File: src/rtl/hazard_scoreboard.sv
// Decode-side hazard scoreboard: per-register pending countdowns for load/syscall results,
// load-use stall detection, qualified external stall and a saturating stall-cycle counter.
module hazard_scoreboard #(
   parameter int REG_BITS     = 4,
   parameter int NUM_SRC      = 3,
   parameter int LOAD_LATENCY = 1,
   parameter int CNT_BITS     = 16
) (
   input  logic                         clock,
   input  logic                         reset,
   input  logic                         issue_valid,
   input  logic                         regmask,
   input  logic [4:0]                   opcode,
   input  logic [REG_BITS-1:0]          dest_reg,
   input  logic [NUM_SRC*REG_BITS-1:0]  src_regs,
   input  logic [NUM_SRC-1:0]           src_valid,
   input  logic                         external_stall,
   output logic                         stall,
   output logic                         hazard_stall,
   output logic                         ext_stall,
   output logic [CNT_BITS-1:0]          stall_count
);
   localparam int NREGS = 2**REG_BITS;
   localparam logic [2:0] LAT = 3'(LOAD_LATENCY);

   logic [NREGS-1:0][2:0] pend;
   logic                  prevTwoWord;
   logic                  prevExt;
   logic                  isLwn, isLdw, isSyscall, isLdi, isLdl;
   logic                  stallable, twoWord;
   logic [NUM_SRC-1:0]    srcHit;

   assign isLwn     = (opcode[4:1] == 4'b1110);
   assign isLdw     = (opcode[4:1] == 4'b1100);
   assign isSyscall = (opcode == 5'b01000);
   assign isLdi     = (opcode == 5'b00101);
   assign isLdl     = (opcode == 5'b01001);

   assign stallable = issue_valid & ~regmask & (isLwn | isLdw | isSyscall);
   assign twoWord   = issue_valid & ~regmask & (isLdi | isLdl);

   // Sources look at the registered countdowns, so an instruction never hazards on its own dest.
   for (genvar gi = 0; gi < NUM_SRC; gi++) begin : gSrc
      assign srcHit[gi] = src_valid[gi] & (pend[src_regs[gi*REG_BITS +: REG_BITS]] != 3'd0);
   end

   assign hazard_stall = |srcHit;
   // The second word of a two-word immediate is shielded from a freshly raised external stall.
   assign ext_stall    = external_stall & (~prevTwoWord | prevExt);
   assign stall        = hazard_stall | ext_stall;

   always_ff @(posedge clock) begin
      if (reset) begin
         pend        <= '0;
         prevTwoWord <= 1'b0;
         prevExt     <= 1'b0;
         stall_count <= '0;
      end else begin
         if (!ext_stall) begin
            for (int r = 0; r < NREGS; r++) begin
               if (stallable && !stall && dest_reg == REG_BITS'(r))
                  pend[r] <= LAT;
               else if (pend[r] != 3'd0)
                  pend[r] <= pend[r] - 3'd1;
            end
         end
         prevTwoWord <= twoWord & ~stall & ~prevTwoWord;
         prevExt     <= external_stall;
         if (stall && stall_count != '1)
            stall_count <= stall_count + CNT_BITS'(1);
      end
   end
endmodule
File: config.mk
export PLATFORM = sky130hd
export DESIGN_NAME = hazard_scoreboard
export DESIGN_NICKNAME = d
export VERILOG_FILES = /design/src/rtl/hazard_scoreboard.sv
export SDC_FILE = /design/constraint.sdc
export NUM_CORES = 1
export LEC_CHECK = 0
export CORE_ASPECT_RATIO = 1.2
export CORE_UTILIZATION = 62
export CTS_CLUSTER_DIAMETER = 30
export DETAILED_ROUTE_END_ITERATION = 10
export MAX_ROUTING_LAYER = met4
export PLACE_DENSITY_LB_ADDON = 0.3
export SLEW_MARGIN = 20
export SYNTH_ARGS = -nofsm -noshare
export SYNTH_HDL_FRONTEND = slang
export SYNTH_SLANG_ARGS = --single-unit
export TNS_END_PERCENT = 50
File: constraint.sdc
create_clock -name clock -period 7.2 [get_ports clock]
set_input_delay 1.08 -clock clock [delete_from_list [all_inputs] [get_ports clock]]
set_output_delay 1.08 -clock clock [all_outputs]
set_load 0.01 [all_outputs]
==> flow_summary.toml, run 1 <==
[status]
status = "finished clean"

[clock_tree]
cts_hold_buf = 0
cts_max_level = 3
post_cts_buffers = 0
numCtsBuffers = 9
cts_sinks = 66
clkLatencyLatePin_ns = 0.34
clk_pin_slew_ns = 0.07
cts.repair.resized = 0
cts_root_buf = "clkbuf_8"
ctsLongestPathBuffers = 2
cts_tree = "done"

[grt]
grtUsageTotal_pct = 31.6
grt_pass1_vias = 4030
grt_max_degree = 83
grt_pass1_wl_um = 18200
antenna_found_initial = 0
grt_overflow = 0

[yosys]
ys_warn_count = 0
synth-edff-count = 0
synth_area_per_cell_sq_um = 8.02
synthCells = 559
synth_top_family_by_area = "simple AND/OR/NAND/NOR gates"
synth_top_area_share_pct = 29.5
yosys.area_share.simple_pct = 22.3
synthesis.nets = 621
synth-compound-area-share_pct = 22.2
synthArstFlopShare_pct = 0
ys_seq_area_share_pct = 29.5
syn_area_sq_um = 4480
synth_common_cells = "dfxtp_1, nor2_1, inv_1"
synthAdderAreaFrac_pct = 9.21
synth_area_leader_cell = "dfxtp_1"
synth-xor-area-share_pct = 3.32
ys_ff_latch = 66
synthMuxAreaShare_pct = 5.69
synth_area_leaders = "dfxtp_1, ha_1, nor2_1"
synthFlopType = "dfxtp_1"
synthDistinctLibCells = 57

[sta]
setup-violations-final = 0
min_period_over_period_pct = 84.1
layout_setup_ws_ns = 1.14
drv_slew = 0
tightest_slew_ns = 1.08
finalHoldViolCount = 0
max-slew-margin-rel_pct = 27.3
post-route-min-period_ns = 6.06
skew_ns = 0.00584
rsz0062_at_grt = "no"
timing.fmax_mhz = 165
fin_tns_setup_ns = 0

[floorplanning]
core_area_sq_um = 6900
io_pins = 48
die_area_sq_um = 7580
dieWidth_um = 79.6
die_h_um = 95.2
initial_utilization_pct = 65.0
rows = 33

[final_layout]
antenna_cells = 0
area_growth_pct = 14.1
postLayoutCellArea_sq_um = 5120
nNetsFinal = 652
layout-drive-gt1-share_pct = 7.42
finalNonFillerCells = 680
nFillCells = 518

[detailed_routing]
final_antenna_net_count = 0
wirelength_um = 10900
routedWlPerCell_um = 16.0
viasPerCell = 6.15
drtIter0Drc = 320
vias = 4182
first_pass_iters = 5
drc = 0

[critical_path]
critPathBufInv = 5
path_max_fanout = 34
path_delay_family = "buffers and inverters"
cp_cell_sequence = "clkdlybuf4s50_1, nor4b_1, o221ai_1, a2111oi_2, a311oi_1, nor4_4, inv_2, nor2_4, buf_4, inv_2, clkdlybuf4s50_1"
cp.required_ns = 6.12
cp.arrival_ns = 4.98
endpoint_kind = "output pin"
path_class = "input port to output pin"
startpoint_type = "input port"
critPathSlowestCell = "nor4_4"
slowest_delay_ns = 0.79

[power_and_ir_drop]
power_w = 0.00187
power_leakage_nw = 1.87
internal-power_w = 0.00106
p_sw_w = 0.000807
swShare_pct = 43.2
clockPowerShare_pct = 14.4
ir_drop_mv = 0.274
combinationalPowerShare_pct = 52.4
power.density_nw_per_um2 = 365
seqPwrFrac_pct = 33.2

[placed_design]
dp_cells = 666
gp_congestion = 0.897
port_buffers = 47
dp_hpwl_um = 8000
dp_slack_ns = 1.19
place_area_sq_um = 4960

[run]
maxCapViolations = 0

[hold_path]
min_path_type = "register to register"
==> through the flow <==
stage,hold slack [ns],utilization [%]
6_report,0.501,74.2
2_1_floorplan,0.452,-
4_1_cts,0.493,74.2
3_3_place_gp,0.469,71.9
3_5_place_dp,0.476,71.9
5_1_grt,0.521,74.2
==> worst register-to-register path: stages (launching register included) <==
cell and delay, ns:
dfxtp_1 0.33, nor3_1 0.63, o221ai_1 0.26, a2111oi_2 0.43
a311oi_1 0.13, nor4_4 0.79, inv_2 0.14, nor2_4 0.13
buf_4 0.35, inv_2 0.23, o32ai_1 0.39
==> cell type report <==
| type | instances | area [sq um] | share of cell area (%) |
|---|---|---|---|
| well taps | 87 | 109 | 2.13 |
| inverters | 61 | 229 | 4.48 |
| flip-flops and latches | 66 | 1320 | 25.8 |
| clock inverters | 3 | 17.5 | 0.342 |
| multi-input cells | 403 | 2820 | 55.1 |
| clock buffers | 11 | 141 | 2.76 |
| repair buffers | 49 | 480 | 9.39 |
==> state kept, by name, summed over array words and instances, names as in the netlist <==
| register | count |
|---|---|
| pend | 48 |
| stall_count | 16 |
| prevExt | 1 |
| prevTwoWord | 1 |
==> layer usage <==
metal  track usage, %  routed length [um]  part of all wire, %
met3             6.03                 634                  5.8
met4             13.2                 305                  2.8
met1             37.1                4640                   43
met5                -                   0                    0
met2             52.5                5280                   49
==> kinds of logic (layout without fill, tap and decap cells) <==
kind of cell | after synthesis | after routing
buffers and inverters | 90 | 124
XOR/XNOR | 17 | 17
AO/OA/AOI/OAI | 137 | 137
adder cells (fa/ha/maj) | 33 | 33
AND/OR/NAND/NOR | 195 | 195
multiplexers | 21 | 21
flip-flops | 66 | 66
==> cells in the final DEF, fill, tap and decap left out, types with 4 or more instances in the layout <==
cell type         n
a31oi_1          25
and2_1            6
nor2b_1          19
nor4_1            5
mux2_2           14
nand2_1          26
nor3_1           20
ha_1             33
and3_1            8
clkbuf_8         10
a211o_1          25
o21ai_0          14
a21oi_1          15
or3_1             4
o32ai_1           7
a211oi_1         17
xnor2_1          16
clkdlybuf4s50_1  46
o22ai_1           9
inv_1            58
nor2_1           66
dfxtp_1          66
nand4_1           7
nand3_1          12
nand2b_1          8
==> final timing paths <==
kind                                   from     endpoint  slack, ns  cells past startpoint
worst max-delay path            src_regs[1]        stall       1.14                     11
worst min-delay path            prevTwoWord  prevTwoWord       0.50                      1
worst max register to register     pend[20]      pend[9]       3.27                     10
worst min register to register  prevTwoWord  prevTwoWord       0.50                      1
==> power groups by stage <==
stage / clock network [W] / logic [W] / registers (W)
after floorplan: 0 / 0.000735 / 0.000593
after global placement: 0 / 0.000921 / 0.000621
after detailed placement: 0 / 0.000968 / 0.000625
after CTS: 0.000271 / 0.000980 / 0.000617
after global routing: 0.000287 / 0.00112 / 0.000637
final: 0.000268 / 0.000978 / 0.000620
No activity file was read; power rests on OpenSTA's default activity.
==> run 2: changes to the inputs <==
--- a/config.mk
+++ b/config.mk
@@ -6,7 +6,7 @@
 export NUM_CORES = 1
 export LEC_CHECK = 0
 export CORE_ASPECT_RATIO = 1.2
-export CORE_UTILIZATION = 62
+export CORE_UTILIZATION = 57
 export CTS_CLUSTER_DIAMETER = 30
 export DETAILED_ROUTE_END_ITERATION = 10
 export MAX_ROUTING_LAYER = met4
==> constraint.sdc (replaced) <==
create_clock -name clock -period 6.34 [get_ports clock]
set_input_delay 0.951 -clock clock [delete_from_list [all_inputs] [get_ports clock]]
set_output_delay 0.951 -clock clock [all_outputs]
set_load 0.01 [all_outputs]
==> run 2 against run 1 <==
Against the previous run: register-to-register slack worse by 0.09 ns; core utilization is 6.6 points lower; global-route usage is 3.4 points lower; sequential power is 14% higher; routed wire length is 0.20% lower; clock power is 33% higher; flip-flop and latch count stayed put; non-clock buffer count is 2 higher; first-iteration DRC count is 23% lower; clock skew is 0.0022 ns higher; critical path type unchanged; critical endpoint unchanged; largest power group unchanged.
==> flow_summary.toml, run 2 (synthesis results as in run 1) <==
[power_and_ir_drop]
ir_drop_mv = 0.347
power.density_nw_per_um2 = 417
power_leakage_nw = 1.91

[critical_path]
reg2reg_from = "pend[18]"
path_class = "input port to output pin"
startpoint_type = "input port"
endpoint_kind = "output pin"
cp-startpoint = "src_regs[1]"
crit_end = "stall"
cp.required_ns = 5.39
r2r_cells = 10
cp.arrival_ns = 4.11
r2r_setup_slack_ns = 3.18
path_max_fanout = 17
r2r_end = "pend[3]"

[detailed_routing]
wirelength_um = 10800
drtIter0Drc = 246
viasPerCell = 6.16
drc = 0
vias = 4242
first_pass_iters = 5
routedWlPerCell_um = 15.7
final_antenna_net_count = 0

[grt]
grt_max_degree = 83
grtUsageTotal_pct = 28.2
antenna_found_initial = 0
grt_overflow = 0
grt_pass1_wl_um = 18300
grt_pass1_vias = 4013

[floorplanning]
die_h_um = 99.2
core_area_sq_um = 7660
io_pins = 48
initial_utilization_pct = 58.5
rows = 35
die_area_sq_um = 8230
dieWidth_um = 83.0

[clock_tree]
post_cts_buffers = 0
numCtsBuffers = 9
cts_root_buf = "clkbuf_8"
clk_pin_slew_ns = 0.07
clkLatencyLatePin_ns = 0.34
cts_tree = "done"
cts_sinks = 66
cts_hold_buf = 0
ctsLongestPathBuffers = 2
cts.repair.resized = 0
cts_max_level = 3

[sta]
timing.fmax_mhz = 198
post-route-min-period_ns = 5.06
tightest_slew_ns = 0.822
whs_ns = 0.529
min_period_over_period_pct = 79.8
layout_setup_ws_ns = 1.28
drv_slew = 0
rsz0062_at_grt = "no"
fin_tns_setup_ns = 0
setup-violations-final = 0
finalHoldViolCount = 0
skew_ns = 0.00805
max-slew-margin-rel_pct = 45.2

[final_layout]
layout-drive-gt1-share_pct = 8.21
seqCellArea_sq_um = 1320
multiInputGateArea_sq_um = 2820
finalNonFillerCells = 689
final_cell_mix = "nor2_1, dfxtp_1, inv_1"
top_register = "pend"
largest_register_ffs = 48
reg_top3 = "pend x48, stall_count x16"
antenna_cells = 0
nFillCells = 641
area_growth_pct = 15.5
nNetsFinal = 654

[placed_design]
dp_slack_ns = 1.30
gp_congestion = 0.956
port_buffers = 47
dp_hpwl_um = 7910
dp_cells = 673

[hold_path]
min_path_type = "register to register"
worstHoldStart = "stall_count[12]"

[status]
status = "finished clean"

[run]
maxCapViolations = 0
[run 2: where the power goes]
| part | switching [W] | internal (W) |
|---|---|---|
| registers | 0.000145 | 0.000559 |
| logic | 0.000603 | 0.000496 |
| clock network | 0.000165 | 0.000191 |
| total | 0.000914 | 0.00125 |
[run 2: worst min path at each step]
stage,endpoint,slack (ns),cells after the start
global placement,stall_count[12],0.50,2
global route,prevTwoWord,0.55,1
detailed placement,prevTwoWord,0.51,1
CTS,prevTwoWord,0.53,1
finish,stall_count[12],0.53,2
floorplan,prevTwoWord,0.45,1
[run 2: area by class of cell]
class                           count  area share, %
Sequential cell                    66           25.5
Multi-Input combinational cell    403           54.5
Inverter                           61           4.42
Tap cell                           92           2.22
Clock buffer                       11           2.73
Timing Repair Buffer               51           9.57
Clock inverter                      5           1.04
[run 2: critical path, cell delays in order]
cell and delay [ns]:
clkdlybuf4s50_1 0.59, nor4b_1 0.37, o221ai_1 0.19, a2111oi_2 0.41, a311oi_1 0.13, nor4_4 0.30
buf_4 0.25, inv_2 0.08, nor2_4 0.12, inv_2 0.17, clkdlybuf4s50_1 0.53
[run 2: through the flow]
step	power (W)	utilization [%]	cell area [sq um]
after floorplan	0.00151	-	4480
after global placement	0.00175	65.0	4980
after detailed placement	0.00180	65.0	4980
after CTS	0.00216	67.5	5170
after global routing	0.00235	67.6	5180
final	0.00216	67.6	5180
[run 2: metal layers]
metal / up-vias / GRT usage [%] / part of all wire [%] / wire length (um)
met4: 0 / 12.2 / 3.4 / 367
met5: - / - / 0 / 0
li1: 2091 / - / - / -
met1: 1983 / 31.9 / 40 / 4380
met3: 30 / 4.07 / 4.9 / 536
met2: 138 / 49.7 / 51 / 5550
==> patch, RTL diff (flow settings as in run 2) <==
`CNT_BITS`: 16 -> 20.
--- a/src/rtl/hazard_scoreboard.sv
+++ b/src/rtl/hazard_scoreboard.sv
@@ -4,7 +4,7 @@
    parameter int REG_BITS     = 4,
    parameter int NUM_SRC      = 3,
    parameter int LOAD_LATENCY = 1,
-   parameter int CNT_BITS     = 16
+   parameter int CNT_BITS     = 20
 ) (
    input  logic                         clock,
    input  logic                         reset,
Interface: changed (resized stall_count); port bits go from 48 to 52. The function was not compared with the original's and may differ.
==> patch against run 2 <==
- power up 3.1%
- cell count fell by 5.7%
- largest power group unchanged
- sequential cell count grew 4
- utilization grew 2.7 points
- setup slack gained 0.56 ns
- area after synthesis shrank 5.9%
- clock skew is 0.00084 ns lower
- routed wire length down 15%
- worst hold slack worse by 0.032 ns
- design area fell by 2.5%
==> patch: results (changes against run 2) <==
{| class="wikitable"
! Metric !! Value
|-
| Half-perimeter wire length of the detailed placement result || 6.79 mm (-14%)
|-
| Initial drt markers || 240 (-2.4%)
|-
| Xor-xnor portion of the synthesized cell area || 0.0374 (+0.00415)
|-
| Largest voltage drop on the vdd net || 0.270 mV (-22%)
|-
| Post-Synth Adder-Cell Area || 0.0978 (+0.00576)
|-
| Stage delay of the slowest cell on the critical path || 0.55 ns (-0.04 ns)
|-
| Part of the Yosys area used for sequential elements || 0.332 (+0.0374)
|-
| Fraction of layout instances using a drive strength above 1 || 0.0786 (-0.00351)
|-
| Worst Max-Slew Pin Slew || 0.864 ns (+0.0415 ns)
|-
| Setup slack of the worst register-to-register path || 2.97 ns (-0.21 ns)
|-
| Count of nets after finishing || 617 (-5.7%)
|-
| Worst setup path start || src_regs[6]
|-
| Distinct cell type count after synthesis || 52 (-8.8%)
|-
| Signal arrival time at the worst endpoint || 3.54 ns (-0.57 ns)
|-
| Post-synth net total || 570 (-8.2%)
|-
| Largest net degree at the start of global routing || 73 (-12%)
|-
| Standby leakage power || 0.00175 uW (-8.4%)
|-
| Global-route total usage across every layer || 0.266 (-0.0161)
|-
| Compound-cell area share of the yosys netlist || 0.165 (-0.0573)
|-
| Endpoint of the lowest-slack register-to-register path || pend[37]$_SDFFE_PP0P_
|-
| Run status || complete, no violations
|-
| Final worst clock skew || 0.00721 ns (-0.000838 ns)
|-
| Ranking of synthesized cells by area || sky130_fd_sc_hd__dfxtp_1 33%, sky130_fd_sc_hd__ha_1 9.8%, sky130_fd_sc_hd__inv_1 5.1%
|-
| Start of the worst register-to-register path || pend[38]$_SDFFE_PP0P_
|-
| Worst Hold Endpoint || stall_count[14]$_SDFFE_PP0P_
|-
| Wire length of the first global-routing pass || 15.5 mm (-15%)
|-
| Number of fill cells || 563 (-12%)
|-
| Largest registers || pend (48), stall_count (20)
|-
| Number of vias in the routed layout || 3736 (-12%)
|-
| Grt met1 use || 0.312 (-0.00627)
|-
| Commonest cells in the netlist || 70 x sky130_fd_sc_hd__dfxtp_1, 57 x sky130_fd_sc_hd__inv_1, 45 x sky130_fd_sc_hd__nor2_1
|}
==> patch: cells by family (layout without fill, tap and decap cells) <==
logic type      after synthesis  after routing
simple gates                187            187
flops                        70             70
xor+xnor                     18             18
fa+ha+maj                    33             33
compound gates              113            113
buf+inv                      75            127
mux                          12             12
==> patch: cell type report <==
cell class | count | area share
Multi-Input combinational cell | 363 | 0.499
Inverter | 58 | 0.0431
Timing Repair Buffer | 53 | 0.103
Tap cell | 90 | 0.0223
Clock buffer | 11 | 0.0300
Sequential cell | 70 | 0.278
Clock inverter | 5 | 0.0255
==> patch: worst max path at each step <==
stage                     endpoint  depth (start not counted)  slack, ns
after floorplan              stall                          7       2.89
after global placement       stall                          8       1.91
after detailed placement     stall                          8       1.85
after CTS                    stall                          8       1.83
after global routing         stall                          8       1.66
final                        stall                          8       1.85
==> patch: per-stage QoR <==
stage               hold slack (ns)  instances  setup WS, ns  power, uW  instance area (um^2)
finish                        0.497        650          1.85       2230                  5050
global route                  0.521        650          1.66       2430                  5050
CTS                           0.501        650          1.83       2240                  5050
detailed placement            0.490        634          1.85       1740                  4770
global placement              0.481        634          1.91       1670                  4770
floorplan                     0.476        508          2.89       1470                  4220
==> patch: worst register-to-register path, cell delays in order (launching register included) <==
cell,delay (ns)
sky130_fd_sc_hd__dfxtp_1,0.34
sky130_fd_sc_hd__nor3_1,0.51
sky130_fd_sc_hd__a2111oi_0,0.19
sky130_fd_sc_hd__or3_1,0.38
sky130_fd_sc_hd__o211ai_2,0.22
sky130_fd_sc_hd__nand4_4,0.24
sky130_fd_sc_hd__nor4_4,0.85
sky130_fd_sc_hd__nand3_1,0.30
sky130_fd_sc_hd__nor3b_1,0.22
==> patch: power groups by stage <==
stage	clock (uW)	sequential [uW]	combinational [uW]
floorplan	0	681	792
global placement	0	698	973
detailed placement	0	705	1030
CTS	506	695	1040
global route	522	718	1190
finish	499	697	1030
==> patch: metal layers <==
metal / up-vias / wire length (um)
met5: - / 0
met4: 0 / 121
met3: 11 / 497
met2: 100 / 4610
met1: 1738 / 4030
li1: 1887 / -
